## src/rtl/instr_fetch_unit_pkg.sv

```systemverilog
// Shared instruction-set definitions for the fetch side: opcode/register encodings,
// instruction field slices and the fetch sequencer state encoding.
`ifndef INSTR_FETCH_UNIT_DEFS
`define INSTR_FETCH_UNIT_DEFS
`define NOP 4'h0
`define JMP 4'h1
`define BLE 4'h2
`define STO 4'h3
`define R0 8'h00
`define R1 8'h01
`define R2 8'h02
`define R3 8'h03
`define R4 8'h04
`define R5 8'h05
`define R6 8'h06
`define R7 8'h07
`define IFU_OPC(i) i[27:24]
`define IFU_DST(i) i[23:16]
`define IFU_SRC1(i) i[15:8]
`define IFU_SRC0(i) i[7:0]
`define IFU_LIT(i) i[15:0]
`define IFU_DLY(i) i[23:0]
`define IFU_ST_FETCH 1'b0
`define IFU_ST_DELAY 1'b1
`endif

package instr_fetch_unit_pkg;
    localparam int IFU_ADDR_W  = 16;
    localparam int IFU_INSTR_W = 28;
    localparam int IFU_OPC_W   = 4;
    localparam int IFU_DLY_W   = 24;

    typedef enum logic {
        ST_FETCH = `IFU_ST_FETCH,
        ST_DELAY = `IFU_ST_DELAY
    } ifu_state_e;
endpackage

```

## src/rtl/instr_fetch_unit_delay_counter.sv

```systemverilog
// Down-counter for NOP delays: clear beats load beats decrement; zero flag from the register.
module fetch_delay_counter
    import instr_fetch_unit_pkg::*;
#(
    parameter int DLY_W = IFU_DLY_W
) (
    input  logic             clk_i,
    input  logic             rst_n_i,
    input  logic             clr_i,
    input  logic             load_i,
    input  logic [DLY_W-1:0] load_val_i,
    input  logic             dec_i,
    output logic             zero_o
);
    logic [DLY_W-1:0] cnt_q;
    logic [DLY_W-1:0] cnt_d;

    // next count selection
    always_comb begin
        cnt_d = cnt_q;
        if (clr_i) begin
            cnt_d = {DLY_W{1'b0}};
        end else if (load_i) begin
            cnt_d = load_val_i;
        end else if (dec_i) begin
            cnt_d = cnt_q - DLY_W'(1);
        end else begin
            cnt_d = cnt_q;
        end
    end

    // count register
    always_ff @(posedge clk_i or negedge rst_n_i) begin
        if (!rst_n_i) begin
            cnt_q <= {DLY_W{1'b0}};
        end else begin
            cnt_q <= cnt_d;
        end
    end

    assign zero_o = (cnt_q == {DLY_W{1'b0}});
endmodule

```

## src/rtl/instr_fetch_unit.sv

```systemverilog
// Instruction fetch sequencer: drives the ROM address, registers instructions toward decode
// with valid/ready, absorbs NOP delays and applies execute redirects.
module instr_fetch_unit
    import instr_fetch_unit_pkg::*;
#(
    parameter int ADDR_W  = IFU_ADDR_W,
    parameter int INSTR_W = IFU_INSTR_W,
    parameter int OPC_W   = IFU_OPC_W,
    parameter int DLY_W   = IFU_DLY_W
) (
    input  logic               Clock,
    input  logic               Reset,
    output logic [ADDR_W-1:0]  oRomAddress,
    input  logic [INSTR_W-1:0] iRomInstruction,
    output logic [INSTR_W-1:0] oInstruction,
    output logic [ADDR_W-1:0]  oInstrPC,
    output logic               oInstrValid,
    input  logic               iInstrReady,
    input  logic               iRedirect,
    input  logic [ADDR_W-1:0]  iRedirectTarget,
    output logic               oBusyDelay
);
    ifu_state_e         state_q, state_d;
    logic [ADDR_W-1:0]  pc_q, pc_d;
    logic [INSTR_W-1:0] instr_q, instr_d;
    logic [ADDR_W-1:0]  ipc_q, ipc_d;
    logic               valid_q, valid_d;
    logic               slot_free_s;
    logic               is_nop_s;
    logic               cnt_clr_s, cnt_load_s, cnt_dec_s, cnt_zero_s;

    assign slot_free_s = !valid_q || iInstrReady;
    assign is_nop_s    = (iRomInstruction[INSTR_W-1 -: OPC_W] == `NOP);

    fetch_delay_counter #(.DLY_W(DLY_W)) u_dly (
        .clk_i      (Clock),
        .rst_n_i    (Reset),
        .clr_i      (cnt_clr_s),
        .load_i     (cnt_load_s),
        .load_val_i (iRomInstruction[DLY_W-1:0]),
        .dec_i      (cnt_dec_s),
        .zero_o     (cnt_zero_s)
    );

    // next-state: redirect first, then fetch/stall or delay countdown
    always_comb begin
        state_d    = state_q;
        pc_d       = pc_q;
        instr_d    = instr_q;
        ipc_d      = ipc_q;
        valid_d    = valid_q;
        cnt_clr_s  = 1'b0;
        cnt_load_s = 1'b0;
        cnt_dec_s  = 1'b0;
        if (iRedirect) begin
            // a same-cycle handshake already delivered its instruction; only the slot is flushed
            pc_d      = iRedirectTarget;
            valid_d   = 1'b0;
            cnt_clr_s = 1'b1;
            state_d   = ST_FETCH;
        end else begin
            case (state_q)
                ST_FETCH: begin
                    if (slot_free_s) begin
                        pc_d = pc_q + ADDR_W'(1);
                        if (!is_nop_s) begin
                            instr_d = iRomInstruction;
                            ipc_d   = pc_q;
                            valid_d = 1'b1;
                        end else begin
                            valid_d    = 1'b0;
                            cnt_load_s = 1'b1;
                            state_d    = ST_DELAY;
                        end
                    end else begin
                        pc_d = pc_q;
                    end
                end
                ST_DELAY: begin
                    if (iInstrReady) begin
                        valid_d = 1'b0;
                    end else begin
                        valid_d = valid_q;
                    end
                    if (cnt_zero_s) begin
                        state_d = ST_FETCH;
                    end else begin
                        cnt_dec_s = 1'b1;
                    end
                end
                default: begin
                    state_d = ST_FETCH;
                end
            endcase
        end
    end

    // sequencer registers
    always_ff @(posedge Clock or negedge Reset) begin
        if (!Reset) begin
            state_q <= ST_FETCH;
            pc_q    <= {ADDR_W{1'b0}};
            instr_q <= {INSTR_W{1'b0}};
            ipc_q   <= {ADDR_W{1'b0}};
            valid_q <= 1'b0;
        end else begin
            state_q <= state_d;
            pc_q    <= pc_d;
            instr_q <= instr_d;
            ipc_q   <= ipc_d;
            valid_q <= valid_d;
        end
    end

    assign oRomAddress  = pc_q;
    assign oInstruction = instr_q;
    assign oInstrPC     = ipc_q;
    assign oInstrValid  = valid_q;
    assign oBusyDelay   = (state_q == ST_DELAY);
endmodule

```

## config.mk

```make
export PLATFORM = sky130hd
export DESIGN_NAME = instr_fetch_unit
export DESIGN_NICKNAME = d
export VERILOG_FILES = /design/src/rtl/instr_fetch_unit_pkg.sv /design/src/rtl/instr_fetch_unit_delay_counter.sv /design/src/rtl/instr_fetch_unit.sv
export SDC_FILE = /design/constraint.sdc
export NUM_CORES = 1
export LEC_CHECK = 0
export CORE_ASPECT_RATIO = 0.5
export CORE_UTILIZATION = 30
export DETAILED_ROUTE_END_ITERATION = 8
export GPL_TIMING_DRIVEN = 0
export SYNTH_ARGS = -nofsm -noshare
export SYNTH_HDL_FRONTEND = slang
export SYNTH_HIERARCHICAL = 1
export SYNTH_SLANG_ARGS = --single-unit
```

## constraint.sdc

```tcl
create_clock -name Clock -period 4 [get_ports Clock]
set_clock_uncertainty 0.1 [all_clocks]
set_input_delay 0.6 -clock Clock [delete_from_list [all_inputs] [get_ports Clock]]
set_output_delay 0.6 -clock Clock [all_outputs]
set_load 0.01 [all_outputs]
```

Yosys cells after proc, flatten, opt, wreduce, memory -nomap -nowiden
Index checks and enable logic that the tools add are counted.

Logic and storage cells: 44. Bits of input ports: 48. Register bits after elaboration: 86. Output and inout port bits: 62.

Bitwise operators: 3. Equality and inequality tests: 3. $add $sub $neg: 2. Reduce and logical (&&, ||, !) cells: 9. Multiplexer cells: 21.

Operators by type and width (count): 24-bit 2-to-1 mux (3); 16-bit 2-to-1 mux (3); 24-bit zero test (1); 24-bit by 1-bit subtractor with 24-bit output (second input constant) (1); 16-bit by 1-bit adder with 16-bit output (second input constant) (1); 1-bit 2-to-1 mux (13); 3-bit != test (second input constant) (2); 4-bit zero test (1); 1-bit one-hot mux with 2 select lines (2); 2-bit AND reduction (2); 4-bit AND reduction (1); 1-bit inverter (3); 3-bit nonzero test (1); 2-bit != test (second input constant) (1); 2-bit nonzero test (1); 1-bit zero test (1); 1-bit logical OR (1).

Logic depth before layout (Yosys ltp)
Depth after elaboration: 7. Gate-level depth with buffers: 12. Gate-level depth less buffers: 10.

By module
Netlist, hierarchy kept.

By module, submodules not included: instr_fetch_unit (sequential area each 1551.5 µm², cells each 207, instances 1, area each 2652.5 µm²); fetch_delay_counter (sequential area each 600.6 µm², cells each 184, instances 1, area each 1585.3 µm²).

Worst setup path after synthesis
OpenSTA, ideal clock, no wires.

Path type: reg2reg. Start: reg u_dly.cnt_q[9]. End: reg u_dly.cnt_q[17]. Setup slack: 811 ps. Cell stages (with the launch flop): 12. Required time: 3801 ps. Data arrival time: 2989 ps. Period minus slack after synthesis: 3189 ps. Path buffers: 3. Setup time: 99 ps. Cells stage by stage: dfrtp_1 -> or4_1 -> clkbuf_1 -> nand2b_1 -> nor3_1 -> nor3b_1 -> or4b_1 -> clkbuf_1 -> or4_1 -> buf_2 -> or4_1 -> a311oi_1.

Cells in the longest elaborated chain, start to end: 5. Elaborated cells between the ends (all ways): 9. Classes of those cells: add/sub (1); mux (6); reduce/logical (2).

RTL lines: start, declared (line instr_fetch_unit_delay_counter.sv:15) `logic [DLY_W-1:0] cnt_q;`; start signal, assigned (line instr_fetch_unit_delay_counter.sv:35) `cnt_q <= {DLY_W{1'b0}};`; start signal, assigned (line instr_fetch_unit_delay_counter.sv:37) `cnt_q <= cnt_d;`; 24-bit zero test (line instr_fetch_unit_delay_counter.sv:41) `assign zero_o = (cnt_q == {DLY_W{1'b0}});`; named net cnt_zero_s (line instr_fetch_unit.sv:30) `logic cnt_clr_s, cnt_load_s, cnt_dec_s, cnt_zero_s;`; 1-bit 2-to-1 mux (line instr_fetch_unit.sv:85) `if (cnt_zero_s) begin`; 1-bit 2-to-1 mux (line instr_fetch_unit.sv:62) `case (state_q)`; 1-bit 2-to-1 mux (line instr_fetch_unit.sv:55) `if (iRedirect) begin`; named net cnt_dec_s (line instr_fetch_unit.sv:30); 3-bit nonzero test (no line).

The timed path passes the listed nets, and every way through them passes these cells. The select of a mux whose other input is x is not followed. A chain may end at the register's enable or synchronous reset.

Worst setup path in the final report
Start: reg u_dly.cnt_q[9]. End: reg u_dly.cnt_q[23].

Same word-level chain as after synthesis.

==> metrics.txt <==
TritonCTS clock tree done; Slew Limit Fails 0; Peak supply drop 179.5 uV; Worst EP arrival 3.85 ns; setup slack after layout 0.2874 ns; I/O Buffers approximately 110; DRT antenna net count 0; CP cell instances or4_1 > clkbuf_1 > nand2b_1 > nor3_1 > nor3b_2 > or4b_1 > clkbuf_1 > or4_1 > buf_2 > or4_1 > a311oi_1; Crit path depth 11; outcome finished clean; layout cell share with drive strength beyond 1 14.89%; clock transition at the registers of the reported paths 0.06 ns; post-synth top area cell dfrtp_1; gr ovfl total 0; RSZ-0062 raised after global routing no; EDFF count, synth 0; total number of vias ~3500; post-synth top area share around half; Synth area leaders dfrtp_1 (51%), mux2_2 (12%), nor2_1 (2.7%); htree depth 3; fin crit share 92.82%; Post-Synthesis Cells 391; Primary FF master, synth dfrtp_1; max-cap violation count 0; most common library cells after synthesis dfrtp_1 (86), mux2_2 (44), nor2_1 (31); Inserted Diodes 0; Least-Margin Pin Slew 0.8956 ns; Leak Pwr 2.333 nW; post-synthesis async set-or-reset flop share 100.0%; largest net degree at the start of global routing between 50 and 60; most common cell in the netlist dfrtp_1; drc violations 0; maximum clock path buffer count 2; number of buffers created by CTS 9; Global Route Usage Sum 16.02%; Data required, critical path 4.14 ns; # rows 30; Final Hold Vio Count 0; Hold/Removal Path Class input port to async pin; first-pass GRT wire length around 18 mm; Yosys Warn Count 6; Core ar. 13660 sq um; fmax around 0.27 GHz; Crit Path Max Fanout 8; Initial Util 31.02%; detailed router's first-iteration violation count 123; FF-to-FF path depth 11; part of the Yosys area used for sequential elements 50.78%; Syn Area/Cell 10.84 sq um; Detail Placement HPWL 7.987 mm; clock root buffer clkbuf_16; insertion delay to the later sink of the worst-skew pair 0.33 ns; die height 86.04 um; initial antenna violation count 0; hold_buf cts 0; Final Net Count 563; CP top delay family simple AND/OR/NAND/NOR gates; Place WS -0.1583 ns; die width 170.1 um; fin crit period 3.713 ns; crit path buf inv count 3; Worst Hold Slack 0.1232 ns; Sinks on Clock Net between 80 and 90; Post-Route WL roughly 11 mm; CP Launch Type flip-flop; global placer's final weighted congestion 0.8390; drt first pass iters 4; number of synthesized register bits 86; die area 14630 sq um; Setup CP Type flip-flop to flip-flop; area of the mapped netlist around 4200 sq um; I/O pin count 110; crit-path max cell delay 0.45 ns; Mapped Nets 442; vias in the first global route 3497; pwr dens 414.8 nW/um^2; endpoints failing setup 0; slew margin rel. 39.79%; per-cell routed wire length 15.52 um; slowest stage cell, crit path or4b_1; vias per cell just under 5; Critical Path End Type flip-flop; area delta synth->final 38.68%; most numerous cell on the critical path or4_1; Synth cell types 52
[what timing repair did]
item                                   4_1_cts  5_1_grt
setup endpoints to repair                    0        5
endpoints found under the hold margin        0        0
gates resized for setup                      0        2
buffers inserted                             0        0
[cells in the final DEF (no fill, tap or decap), types with 2 or more instances in the layout]
cell             instances
and4_1                   3
a21o_1                   2
o31ai_1                  7
inv_1                   14
nand2_1                 25
nand3_1                  6
clkbuf_1                15
nand4b_1                 3
buf_2                    6
or3_1                    4
xnor2_1                  9
nor4_1                   6
o211ai_1                 2
a221oi_1                 2
buf_1                    3
and3_1                   3
a21oi_1                  7
nand2b_1                 5
ha_1                     3
nor3_1                  11
nor2b_1                  3
nor2_1                  31
dfrtp_1                 86
clkdlybuf4s50_1        108
nand4_1                  7
a211oi_1                12
clkbuf_16                9
o21ai_0                 11
a2111oi_0                3
nor4b_1                  2
a31oi_1                  7
o41ai_1                  3
nor4bb_1                 2
xor2_1                   8
mux2i_1                  2
mux2_2                  44
clkinv_2                 3
or4_1                   14
a311oi_1                 4
[path summary, 6_finish.rpt]
| path | endpoint | slack (ns) | start |
|---|---|---|---|
| max in group asynchronous | oRomAddress[6] | 3.05 | Reset |
| min reg2reg | oInstruction[14] | 0.40 | oInstruction[14] |
| min in group Clock | oInstruction[14] | 0.40 | oInstruction[14] |
| min | u_dly/cnt_q[19] | 0.12 | Reset |
| max reg2reg | u_dly/cnt_q[23] | 0.29 | u_dly/cnt_q[9] |
| max | u_dly/cnt_q[23] | 0.29 | u_dly/cnt_q[9] |
[kinds of logic after synthesis]
family / after synthesis / synth area share [%]
fa+ha+maj: 3 / 0.8858
simple gates: 135 / 17.98
buf+inv: 38 / 3.750
flops: 86 / 50.78
xor+xnor: 17 / 3.514
mux: 46 / 12.16
compound gates: 66 / 10.92
[layout make-up]
| cell class | count | area [sq um] |
|---|---|---|
| sequential | 86 | 2152 |
| clock inverter | 4 | 22.52 |
| tap | 192 | 240.2 |
| fill | 1342 | 7786 |
| clock buffer | 12 | 246.5 |
| timing repair buffer | 110 | 1116 |
| buffer | 24 | 106.4 |
| inverter | 14 | 52.55 |
| multi-input combinational | 267 | 1941 |
[flip-flops by register name, summed over array words and instances, names as in the netlist]
name          flops
oRomAddress      16
u_dly/cnt_q      24
oInstrPC         16
oInstrValid       1
oInstruction     28
oBusyDelay        1
[through the flow]
step                instance area [sq um]  total power, mW  utilization (%)  std cells  TNS [ns]
global placement                     5569            1.675            40.76        692   -101.08
detailed placement                   5594            1.685            40.94        693   -0.2393
CTS                                  5863            2.469            42.91        709         0
floorplan                            4238            1.333                -        391         0
finish                               5877            2.438            43.01        709         0
global route                         5877            2.572            43.01        709         0
[metal layers]
layer | global-route usage (%) | share of wire, % | wire length, um | up-vias
li1 | - | - | - | 1692
met1 | 22.23 | 49 | 5363 | 1719
met2 | 24.59 | 45 | 4990 | 88
met3 | 3.553 | 4.4 | 485 | 11
met4 | 5.651 | 1.5 | 165 | 0
met5 | 0 | 0 | 0 | -
[worst register-to-register path, delay by kind of cell (launching register included)]
kind / cells / cell delay [ns]
simple gates: 7 / 2.16
flops: 1 / 0.42
buf+inv: 3 / 0.67
compound gates: 1 / 0.26
[where the power goes]
part | internal [mW] | switching [mW]
sequential | 0.982 | 0.0812
clock | 0.435 | 0.339
combinational | 0.350 | 0.250
total | 1.77 | 0.670
No activity file was read; power rests on OpenSTA's default activity.
